[src/rtl/pmu_cfg_pkg.sv]
// Shared definitions for the PMU configuration register slave: AXI-Lite
// request/response structs (default port types of pmu_cfg_counter_regs),
// register offsets, CTRL bit positions, counter window geometry and the
// channel FSM state encodings.
package pmu_cfg_pkg;

    typedef struct packed {
        logic [31:0] addr;
    } axi_lite_addr_t;

    typedef struct packed {
        logic [31:0] data;
        logic [3:0]  strb;
    } axi_lite_w_t;

    typedef struct packed {
        logic [1:0] resp;
    } axi_lite_b_t;

    typedef struct packed {
        logic [31:0] data;
        logic [1:0]  resp;
    } axi_lite_r_t;

    typedef struct packed {
        axi_lite_addr_t aw;
        logic           aw_valid;
        axi_lite_w_t    w;
        logic           w_valid;
        logic           b_ready;
        axi_lite_addr_t ar;
        logic           ar_valid;
        logic           r_ready;
    } axi_lite_req_t;

    typedef struct packed {
        logic           aw_ready;
        logic           w_ready;
        axi_lite_b_t    b;
        logic           b_valid;
        logic           ar_ready;
        axi_lite_r_t    r;
        logic           r_valid;
    } axi_lite_resp_t;

    localparam logic [1:0] RESP_OKAY   = 2'b00;
    localparam logic [1:0] RESP_SLVERR = 2'b10;

    // Register offsets within the decoded window
    localparam logic [31:0] OFF_CTRL   = 32'h0000_0000;
    localparam logic [31:0] OFF_STATUS = 32'h0000_0004;
    localparam logic [31:0] OFF_IRQ_EN = 32'h0000_0008;
    localparam logic [31:0] OFF_CNT_EN = 32'h0000_000C;

    // Counter window: LO at CNT_BASE + 8*i, HI at CNT_BASE + 8*i + 4
    localparam logic [31:0] CNT_BASE        = 32'h0000_0100;
    localparam int unsigned CNT_STRIDE_LOG2 = 3;

    localparam int unsigned CTRL_EN_BIT  = 0;
    localparam int unsigned CTRL_CLR_BIT = 1;

    typedef enum logic {
        W_IDLE,
        W_RESP
    } wr_state_e;

    typedef enum logic {
        R_IDLE,
        R_RESP
    } rd_state_e;

    typedef enum logic [2:0] {
        SEL_NONE,
        SEL_CTRL,
        SEL_STATUS,
        SEL_IRQ_EN,
        SEL_CNT_EN,
        SEL_CNT_LO,
        SEL_CNT_HI
    } reg_sel_e;

    typedef struct packed {
        reg_sel_e   sel;
        logic [7:0] idx;
    } reg_dec_t;

endpackage

[src/rtl/pmu_event_counter.sv]
// One PMU event counter of CntWidth bits (33..64). Priority on a given
// edge: clear > software load (LO or HI half) > increment. ovf_o flags,
// combinationally, that the increment taken on the coming edge wraps the
// counter from all-ones to zero.
module pmu_event_counter #(
    parameter int unsigned CntWidth = 48
) (
    input  logic                clk_i,
    input  logic                rst_i,
    input  logic                en_i,
    input  logic                inc_i,
    input  logic                clr_i,
    input  logic                ld_lo_i,
    input  logic                ld_hi_i,
    input  logic [31:0]         ld_data_i,
    input  logic [31:0]         ld_mask_i,
    output logic [CntWidth-1:0] value_o,
    output logic                ovf_o
);

    localparam int unsigned HI_W = CntWidth - 32;

    logic [CntWidth-1:0] r_value;
    logic [31:0]         w_lo_merged;
    logic [HI_W-1:0]     w_hi_merged;
    logic                w_inc;

    // Byte-lane merge so partial-strobe writes only touch the enabled bytes
    assign w_lo_merged = (r_value[31:0] & ~ld_mask_i) | (ld_data_i & ld_mask_i);
    assign w_hi_merged = (r_value[CntWidth-1:32] & ~ld_mask_i[HI_W-1:0])
                       | (ld_data_i[HI_W-1:0] & ld_mask_i[HI_W-1:0]);

    assign w_inc = en_i & inc_i;
    // An increment lost to a clear or a load must not raise overflow
    assign ovf_o = w_inc & (&r_value) & ~clr_i & ~ld_lo_i & ~ld_hi_i;
    assign value_o = r_value;

    // Counter state: clear beats load beats increment
    always_ff @(posedge clk_i or posedge rst_i) begin
        if (rst_i) begin
            r_value <= '0;
        end else if (clr_i) begin
            r_value <= '0;
        end else if (ld_lo_i) begin
            r_value[31:0] <= w_lo_merged;
        end else if (ld_hi_i) begin
            r_value[CntWidth-1:32] <= w_hi_merged;
        end else if (w_inc) begin
            r_value <= r_value + 1'b1;
        end
    end

endmodule

[src/rtl/pmu_cfg_counter_regs.sv]
// AXI-Lite register slave for the PMU config port: NumCounters event
// counters with global/per-counter enable, sticky W1C overflow flags and
// atomic wide reads (a LO read latches the upper counter bits into a shared
// shadow that the HI register returns). One outstanding write and one
// outstanding read; the two channels run independently.
// Optional feature macro: PMU_OVF_IRQ_EN (IRQ_EN register + ovf_irq_o).
module pmu_cfg_counter_regs
    import pmu_cfg_pkg::*;
#(
    parameter int unsigned NumCounters    = 8,
    parameter int unsigned CntWidth       = 48,
    parameter int unsigned AddrDecodeBits = 12,
    parameter type         req_lite_t     = pmu_cfg_pkg::axi_lite_req_t,
    parameter type         resp_lite_t    = pmu_cfg_pkg::axi_lite_resp_t
) (
    input  logic                   clk_i,
    input  logic                   rst_i,
    input  req_lite_t              axi_lite_req_i,
    output resp_lite_t             axi_lite_resp_o,
    input  logic [NumCounters-1:0] evt_i,
    output logic                   ovf_irq_o
);

    localparam int unsigned HI_W = CntWidth - 32;
    localparam logic [31:0] ADDR_MASK = (AddrDecodeBits >= 32) ? 32'hFFFF_FFFF
                                      : ((32'd1 << AddrDecodeBits) - 32'd1);

    // Map an address to a register selector; counter slots past NumCounters
    // and holes in the map decode to SEL_NONE (SLVERR).
    function automatic reg_dec_t decode(input logic [31:0] addr);
        logic [31:0] off;
        logic [31:0] rel;
        reg_dec_t    d;
        off   = addr & ADDR_MASK & 32'hFFFF_FFFC;
        rel   = off - CNT_BASE;
        d.sel = SEL_NONE;
        d.idx = '0;
        case (off)
            OFF_CTRL:   d.sel = SEL_CTRL;
            OFF_STATUS: d.sel = SEL_STATUS;
            OFF_IRQ_EN: d.sel = SEL_IRQ_EN;
            OFF_CNT_EN: d.sel = SEL_CNT_EN;
            default: begin
                if ((off >= CNT_BASE) && ((rel >> CNT_STRIDE_LOG2) < NumCounters)) begin
                    d.idx = rel[10:3];
                    d.sel = rel[2] ? SEL_CNT_HI : SEL_CNT_LO;
                end
            end
        endcase
        return d;
    endfunction

    wr_state_e              r_wr_state;
    rd_state_e              r_rd_state;
    logic                   r_b_valid;
    logic [1:0]             r_b_resp;
    logic                   r_r_valid;
    logic [31:0]            r_r_data;
    logic [1:0]             r_r_resp;
    logic [HI_W-1:0]        r_shadow;
    logic                   r_ctrl_en;
    logic [NumCounters-1:0] r_cnt_en;
    logic [NumCounters-1:0] r_status;

    reg_dec_t               w_wr_dec;
    reg_dec_t               w_rd_dec;
    logic                   w_wr_accept;
    logic                   w_rd_accept;
    logic [31:0]            w_be_mask;
    logic [NumCounters-1:0] w_wdata_n;
    logic [NumCounters-1:0] w_mask_n;
    logic                   w_clr_all;
    logic [NumCounters-1:0] w_ld_lo;
    logic [NumCounters-1:0] w_ld_hi;
    logic [NumCounters-1:0] w_ovf;
    logic [NumCounters-1:0] w_status_w1c;
    logic [NumCounters-1:0] w_status_next;
    logic [CntWidth-1:0]    w_cnt_value [NumCounters];
    logic [CntWidth-1:0]    w_cnt_sel;
    logic [31:0]            w_rd_data;
    logic [1:0]             w_rd_resp;

    assign w_wr_dec = decode(axi_lite_req_i.aw.addr);
    assign w_rd_dec = decode(axi_lite_req_i.ar.addr);

    // AW and W are taken together, and only with no B response pending
    assign w_wr_accept = axi_lite_req_i.aw_valid & axi_lite_req_i.w_valid
                       & (r_wr_state == W_IDLE);
    assign w_rd_accept = axi_lite_req_i.ar_valid & (r_rd_state == R_IDLE);

    for (genvar gi = 0; gi < 4; gi++) begin : g_be
        assign w_be_mask[gi*8 +: 8] = {8{axi_lite_req_i.w.strb[gi]}};
    end

    assign w_wdata_n = axi_lite_req_i.w.data[NumCounters-1:0];
    assign w_mask_n  = w_be_mask[NumCounters-1:0];
    assign w_clr_all = w_wr_accept & (w_wr_dec.sel == SEL_CTRL)
                     & axi_lite_req_i.w.strb[0] & axi_lite_req_i.w.data[CTRL_CLR_BIT];

    for (genvar gi = 0; gi < NumCounters; gi++) begin : g_cnt
        assign w_ld_lo[gi] = w_wr_accept & (w_wr_dec.sel == SEL_CNT_LO) & (w_wr_dec.idx == 8'(gi));
        assign w_ld_hi[gi] = w_wr_accept & (w_wr_dec.sel == SEL_CNT_HI) & (w_wr_dec.idx == 8'(gi));

        pmu_event_counter #(
            .CntWidth (CntWidth)
        ) u_cnt (
            .clk_i     (clk_i),
            .rst_i     (rst_i),
            .en_i      (r_ctrl_en & r_cnt_en[gi]),
            .inc_i     (evt_i[gi]),
            .clr_i     (w_clr_all),
            .ld_lo_i   (w_ld_lo[gi]),
            .ld_hi_i   (w_ld_hi[gi]),
            .ld_data_i (axi_lite_req_i.w.data),
            .ld_mask_i (w_be_mask),
            .value_o   (w_cnt_value[gi]),
            .ovf_o     (w_ovf[gi])
        );
    end

    // A fresh overflow wins over a W1C of the same bit on the same edge
    assign w_status_w1c  = (w_wr_accept && (w_wr_dec.sel == SEL_STATUS)) ? (w_wdata_n & w_mask_n) : '0;
    assign w_status_next = (r_status & ~w_status_w1c) | w_ovf;

    // Control, enable and sticky status registers
    always_ff @(posedge clk_i or posedge rst_i) begin
        if (rst_i) begin
            r_ctrl_en <= 1'b0;
            r_cnt_en  <= '0;
            r_status  <= '0;
        end else begin
            if (w_wr_accept && (w_wr_dec.sel == SEL_CTRL) && axi_lite_req_i.w.strb[0]) begin
                r_ctrl_en <= axi_lite_req_i.w.data[CTRL_EN_BIT];
            end
            if (w_wr_accept && (w_wr_dec.sel == SEL_CNT_EN)) begin
                r_cnt_en <= (r_cnt_en & ~w_mask_n) | (w_wdata_n & w_mask_n);
            end
            r_status <= w_status_next;
        end
    end

`ifdef PMU_OVF_IRQ_EN
    logic [NumCounters-1:0] r_irq_en;
    logic                   r_ovf_irq;

    // Interrupt mask register and registered level interrupt
    always_ff @(posedge clk_i or posedge rst_i) begin
        if (rst_i) begin
            r_irq_en  <= '0;
            r_ovf_irq <= 1'b0;
        end else begin
            if (w_wr_accept && (w_wr_dec.sel == SEL_IRQ_EN)) begin
                r_irq_en <= (r_irq_en & ~w_mask_n) | (w_wdata_n & w_mask_n);
            end
            r_ovf_irq <= |(r_status & r_irq_en);
        end
    end

    assign ovf_irq_o = r_ovf_irq;
`else
    assign ovf_irq_o = 1'b0;
`endif

    // Pick the counter addressed by the read channel
    always_comb begin
        w_cnt_sel = '0;
        for (int i = 0; i < NumCounters; i++) begin
            if (w_rd_dec.idx == 8'(i)) begin
                w_cnt_sel = w_cnt_value[i];
            end
        end
    end

    // Read data mux; values are the pre-update register contents
    always_comb begin
        w_rd_data = '0;
        w_rd_resp = RESP_OKAY;
        case (w_rd_dec.sel)
            SEL_CTRL:   w_rd_data[CTRL_EN_BIT] = r_ctrl_en;
            SEL_STATUS: w_rd_data[NumCounters-1:0] = r_status;
            SEL_IRQ_EN: begin
`ifdef PMU_OVF_IRQ_EN
                w_rd_data[NumCounters-1:0] = r_irq_en;
`endif
            end
            SEL_CNT_EN: w_rd_data[NumCounters-1:0] = r_cnt_en;
            SEL_CNT_LO: w_rd_data = w_cnt_sel[31:0];
            SEL_CNT_HI: w_rd_data[HI_W-1:0] = r_shadow;
            default:    w_rd_resp = RESP_SLVERR;
        endcase
    end

    // Write response FSM: IDLE -> RESP on accept, back on b_ready
    always_ff @(posedge clk_i or posedge rst_i) begin
        if (rst_i) begin
            r_wr_state <= W_IDLE;
            r_b_valid  <= 1'b0;
            r_b_resp   <= RESP_OKAY;
        end else begin
            case (r_wr_state)
                W_IDLE: begin
                    if (w_wr_accept) begin
                        r_wr_state <= W_RESP;
                        r_b_valid  <= 1'b1;
                        r_b_resp   <= (w_wr_dec.sel == SEL_NONE) ? RESP_SLVERR : RESP_OKAY;
                    end
                end
                W_RESP: begin
                    if (axi_lite_req_i.b_ready) begin
                        r_wr_state <= W_IDLE;
                        r_b_valid  <= 1'b0;
                    end
                end
                default: begin
                    r_wr_state <= W_IDLE;
                    r_b_valid  <= 1'b0;
                end
            endcase
        end
    end

    // Read response FSM: capture data on accept, hold until r_ready
    always_ff @(posedge clk_i or posedge rst_i) begin
        if (rst_i) begin
            r_rd_state <= R_IDLE;
            r_r_valid  <= 1'b0;
            r_r_data   <= '0;
            r_r_resp   <= RESP_OKAY;
        end else begin
            case (r_rd_state)
                R_IDLE: begin
                    if (w_rd_accept) begin
                        r_rd_state <= R_RESP;
                        r_r_valid  <= 1'b1;
                        r_r_data   <= w_rd_data;
                        r_r_resp   <= w_rd_resp;
                    end
                end
                R_RESP: begin
                    if (axi_lite_req_i.r_ready) begin
                        r_rd_state <= R_IDLE;
                        r_r_valid  <= 1'b0;
                    end
                end
                default: begin
                    r_rd_state <= R_IDLE;
                    r_r_valid  <= 1'b0;
                end
            endcase
        end
    end

    // High-word shadow: snapshot taken by every accepted LO read
    always_ff @(posedge clk_i or posedge rst_i) begin
        if (rst_i) begin
            r_shadow <= '0;
        end else if (w_rd_accept && (w_rd_dec.sel == SEL_CNT_LO)) begin
            r_shadow <= w_cnt_sel[CntWidth-1:32];
        end
    end

    // Drive the response struct
    always_comb begin
        axi_lite_resp_o          = '0;
        axi_lite_resp_o.aw_ready = w_wr_accept;
        axi_lite_resp_o.w_ready  = w_wr_accept;
        axi_lite_resp_o.b_valid  = r_b_valid;
        axi_lite_resp_o.b.resp   = r_b_resp;
        axi_lite_resp_o.ar_ready = w_rd_accept;
        axi_lite_resp_o.r_valid  = r_r_valid;
        axi_lite_resp_o.r.data   = r_r_data;
        axi_lite_resp_o.r.resp   = r_r_resp;
    end

endmodule

[config.mk]
export PLATFORM = sky130hd
export DESIGN_NAME = pmu_cfg_counter_regs
export DESIGN_NICKNAME = d
export VERILOG_FILES = /design/src/rtl/pmu_cfg_pkg.sv /design/src/rtl/pmu_event_counter.sv /design/src/rtl/pmu_cfg_counter_regs.sv
export SDC_FILE = /design/constraint.sdc
export NUM_CORES = 2
export LEC_CHECK = 0
export CORE_ASPECT_RATIO = 0.8
export CORE_MARGIN = 8
export CORE_UTILIZATION = 30
export CTS_CLUSTER_SIZE = 14
export DETAILED_ROUTE_END_ITERATION = 6
export PLACE_DENSITY = 0.56
export SYNTH_ARGS = -nofsm -noshare
export SYNTH_HDL_FRONTEND = slang
export SYNTH_SLANG_ARGS = --single-unit
[constraint.sdc]
create_clock -name clk_i -period 33.4 [get_ports clk_i]
set_input_delay 6.68 -clock clk_i [delete_from_list [all_inputs] [get_ports clk_i]]
set_output_delay 6.68 -clock clk_i [all_outputs]
set_load 0.01 [all_outputs]
==> results.txt <==
The flow ran to the end, but the final reports show violations. The checks that failed: max-capacitance violations. The number of buffers added on ports is 109. The number of H-tree branching levels came out at 2. The clock latency on the worst-skew pair came out at roughly 670 ps. For this run, the top clock speed supported by timing is 0.0657 GHz.

The sum of negative setup slack is 0 ps. Ranked by instance count, the synthesized netlist is headed by sky130_fd_sc_hd__dfrtp_1, sky130_fd_sc_hd__a21oi_1, sky130_fd_sc_hd__nand2_1. The placement row count is 111.

The area growth from synthesis to layout came out at 13.9%. Grouping stages by cell kind, the critical path spends the most delay in buffers and inverters. The static leakage is 14.4 nW.

The max-slew violation count is 0. The standard cell with the maximum stage delay on the critical path is sky130_fd_sc_hd__clkdlybuf4s50_1. The fraction of layout instances using a drive strength above 1 came out at 0.0845. The final weighted congestion of routability-driven global placement came out at 1.07. The synthesized netlist contains 100 unique library cells. The synthesized design spends more area on one cell type than any other, namely sky130_fd_sc_hd__dfrtp_1.

The flop and latch count out of synthesis came out at 455. Detailed placement ended at an HPWL of 151 mm. The number of flops mapped to enable cells by yosys is 0.

The width of the die came out at between 300 and 400 um. Among all flip-flop cells after synthesis, the most frequent one is sky130_fd_sc_hd__dfrtp_1. The average footprint of a synthesized cell came out at 7.73 sq um. The floorplan die area is 126000 sq um. Traced cell by cell, the critical path runs through clkdlybuf4s50_1, nand2b_2, buf_4, inv_1, clkdlybuf4s50_1. In the synthesized netlist, the number of instances is approximately 4400. The wire length of the first global-routing pass came out at ~280 mm. The post-detailed-routing wire length is 204 mm.

Summed over all layers, the global routing overflow is 0. Yosys printed 0 warnings. The worst path arrival time came out at 8540 ps. The clock buffer count from CTS is 56. At the pin with the least slew margin, the transition time is around 1500 ps. The final setup skew is 22.6 ps. The worst slew slack as a fraction of its limit came out at 0.0188.

The number of hold violations in the final report is 0. The most common cell in the synthesized netlist is sky130_fd_sc_hd__dfrtp_1. The top-level I/O count came out at between 150 and 200.

The number of nets still failing antenna checks after routing is 0. The post-CTS clock slew at the launch and capture registers of the worst setup and hold paths came out at 60 ps. The count of placed standard cells in the final layout, fillers left out came out at 6019.

The starting utilization of the core area is 0.301. Setup violations remaining at the end of the flow were counted as 0. In the routed layout, each cell is associated on average with a via count of 6.92. The ratio of final minimum period to clock period came out at 0.456. The total of hold buffers inserted after clock tree synthesis is 0. The required time of the critical path is between 20000 and 30000 ps. The number of detailed-route iterations in the first pass is 7. The initial detailed-routing violation count came out at 7111. The placeable core area is between 100000 and 150000 sq um. The sequential cell area fraction in the yosys report is 0.331. The post-route DRC violation count came out at 0.

The worst supply voltage drop on vdd is 0.0000296 V. Clock tree synthesis selected as its root buffer the cell sky130_fd_sc_hd__clkbuf_16. The total via count after detailed routing came out at 41700. The number of placed instances with taps included is approximately 5900.

Along the worst path, the maximum fanout reaches 44. The net count of the finished layout is 4575. The share of Yosys cell area claimed by the top area cell type came out at 0.331. The setup path with the least slack is of type input port to output pin. After synthesis, the share of flip-flops with an asynchronous set or reset is 1.00.

The global-route usage over all layers came out at 0.304. The clock net sink count is 455. The average wire per cell in the routed design came out at 33.9 um. The die height is 319 um. The delay of the slowest cell on the worst path is 550 ps. In this run the power density over the cells is 33.7 nW/um^2. In this run the worst hold path is classified as flop to flop.

The buffers plus inverters on the worst setup path is 4. The type of element launching the critical path is an input port. The clock passes through at most 3 buffers. The category of the worst setup path capture point is an output pin. Yosys attributes the largest share of cell area to sky130_fd_sc_hd__dfrtp_1, sky130_fd_sc_hd__a21oi_1, sky130_fd_sc_hd__o21ai_0, sky130_fd_sc_hd__nand2_1, sky130_fd_sc_hd__nand3_1. Setup repair after global routing left no endpoint under its margin. The number of global-route vias before repair is approximately 37000. The number of maximum-capacitance constraint violations came out at 1. By instance count, the cell type seen most on the critical path is sky130_fd_sc_hd__clkdlybuf4s50_1.

The largest net degree at the start of global routing came out at 140. The clock period minus worst slack is 15220 ps. After clock tree synthesis, the setup repair step added 0 buffers. TritonCTS built the clock tree. Post-CTS repair changed the size of 0 cells. The number of antenna violations at the first check in global routing came out at 9. The cell area that synthesis handed to floorplanning was 34400 sq um.
==> through the flow <==
stage | hold slack [ps] | cell area (sq um) | util | setup WS, ps | power, mW
global route | 507 | 39100 | 0.343 | 18150 | 1.34
floorplan | 446 | 34400 | - | 14040 | 0.610
finish | 480 | 39200 | 0.343 | 18180 | 1.32
detailed placement | 469 | 37300 | 0.327 | 18240 | 0.672
CTS | 480 | 39100 | 0.343 | 18230 | 1.32
global placement | 468 | 37300 | 0.327 | 18230 | 0.673
==> cell usage in the layout (no fill, tap or decap), drive strengths merged, types with 17 or more instances in the layout <==
cell,Yosys,final
or3,38,38
nor2,289,289
nand2,415,415
a21o,37,37
or4,26,26
a221o,17,17
nor3,194,194
o2bb2ai,27,27
mux2i,32,32
dfrtp,455,455
o31ai,51,51
a21oi,418,418
a31oi,64,64
a22oi,65,65
and3,85,85
inv,127,127
o22ai,55,55
clkbuf,197,82
o41ai,18,18
or2,20,20
a211oi,80,80
nand3,277,277
a221oi,52,52
nand2b,25,25
and4,31,31
nand4,169,169
nor4,103,103
a2111oi,63,63
o2111ai,17,17
o21ai,422,422
and2,34,34
mux2,23,23
clkdlybuf4s50,0,105
o221ai,45,45
o211ai,63,63
buf,126,156
==> worst paths after layout <==
| path | from | cells after the start | slack [ps] | endpoint |
|---|---|---|---|---|
| min reg2reg | r_rd_state$_DFF_PP0_ | 1 | 480 | r_r_valid$_DFFE_PP0P_ |
| min in group asynchronous | rst_i | 2 | 6510 | g_cnt[1].u_cnt.value_o[20]$_DFFE_PP0P_ |
| max | axi_lite_req_i[1] | 5 | 18180 | axi_lite_resp_o[35] |
| max reg2reg | r_wr_state$_DFF_PP0_ | 9 | 28980 | g_cnt[3].u_cnt.value_o[8]$_DFFE_PP0P_ |
| max in group asynchronous | rst_i | 3 | 25210 | g_cnt[5].u_cnt.value_o[7]$_DFFE_PP0P_ |
| min | r_rd_state$_DFF_PP0_ | 1 | 480 | r_r_valid$_DFFE_PP0P_ |
==> worst register-to-register path: stages (launching register included) <==
cell and delay (ps):
sky130_fd_sc_hd__dfrtp_1 390, sky130_fd_sc_hd__nand3b_2 320, sky130_fd_sc_hd__clkinv_1 330, sky130_fd_sc_hd__and4_2 680, sky130_fd_sc_hd__buf_4 740, sky130_fd_sc_hd__a21oi_1 110
sky130_fd_sc_hd__buf_4 260, sky130_fd_sc_hd__nand2_1 890, sky130_fd_sc_hd__a21oi_1 150, sky130_fd_sc_hd__a2111oi_0 440
==> registers in the layout (all words and copies together), names as in the netlist, named ones only <==
signal and count:
r_status 8, r_wr_state 1, g_cnt.u_cnt.value_o 384, r_ctrl_en 1
r_r_valid 1, r_b_valid 1, r_r_resp 1, r_shadow 16
r_b_resp 1, r_r_data 32, r_rd_state 1
==> logic make-up (layout without fill, tap and decap cells) <==
family	count (synthesis)	in the layout	share of synthesized area
buffers and inverters	454	490	0.0546
XOR/XNOR	10	10	0.00276
adder cells (fa/ha/maj)	14	14	0.00509
other	1	11	0.000109
multiplexers	55	55	0.0168
AO/OA/AOI/OAI	1704	1704	0.327
flip-flops	455	455	0.331
AND/OR/NAND/NOR	1755	1755	0.263
==> power by group <==
| group | internal, mW | total, mW | switching [mW] |
|---|---|---|---|
| clock | 0.370 | 0.654 | 0.284 |
| sequential | 0.556 | 0.561 | 0.00464 |
| combinational | 0.0237 | 0.106 | 0.0821 |
| total | 0.950 | 1.32 | 0.371 |
==> metal layers <==
layer,GRT usage,up-vias,part of all wire
li1,-,17400,-
met1,0.432,20500,0.42
met2,0.385,3256,0.37
met3,0.132,503,0.16
met4,0.148,8,0.059
met5,0,-,0.00028
==> cell type report <==
cell class,count,area (sq um)
diodes,8,20.0
clock buffers,82,1650
clock inverters,16,191
fillers,12100,75000
inverters,131,499
multi-input cells,3541,21300
flip-flops and latches,455,11400
well taps,1525,1910
repair buffers,261,2220
No activity file was read; power rests on OpenSTA's default activity.
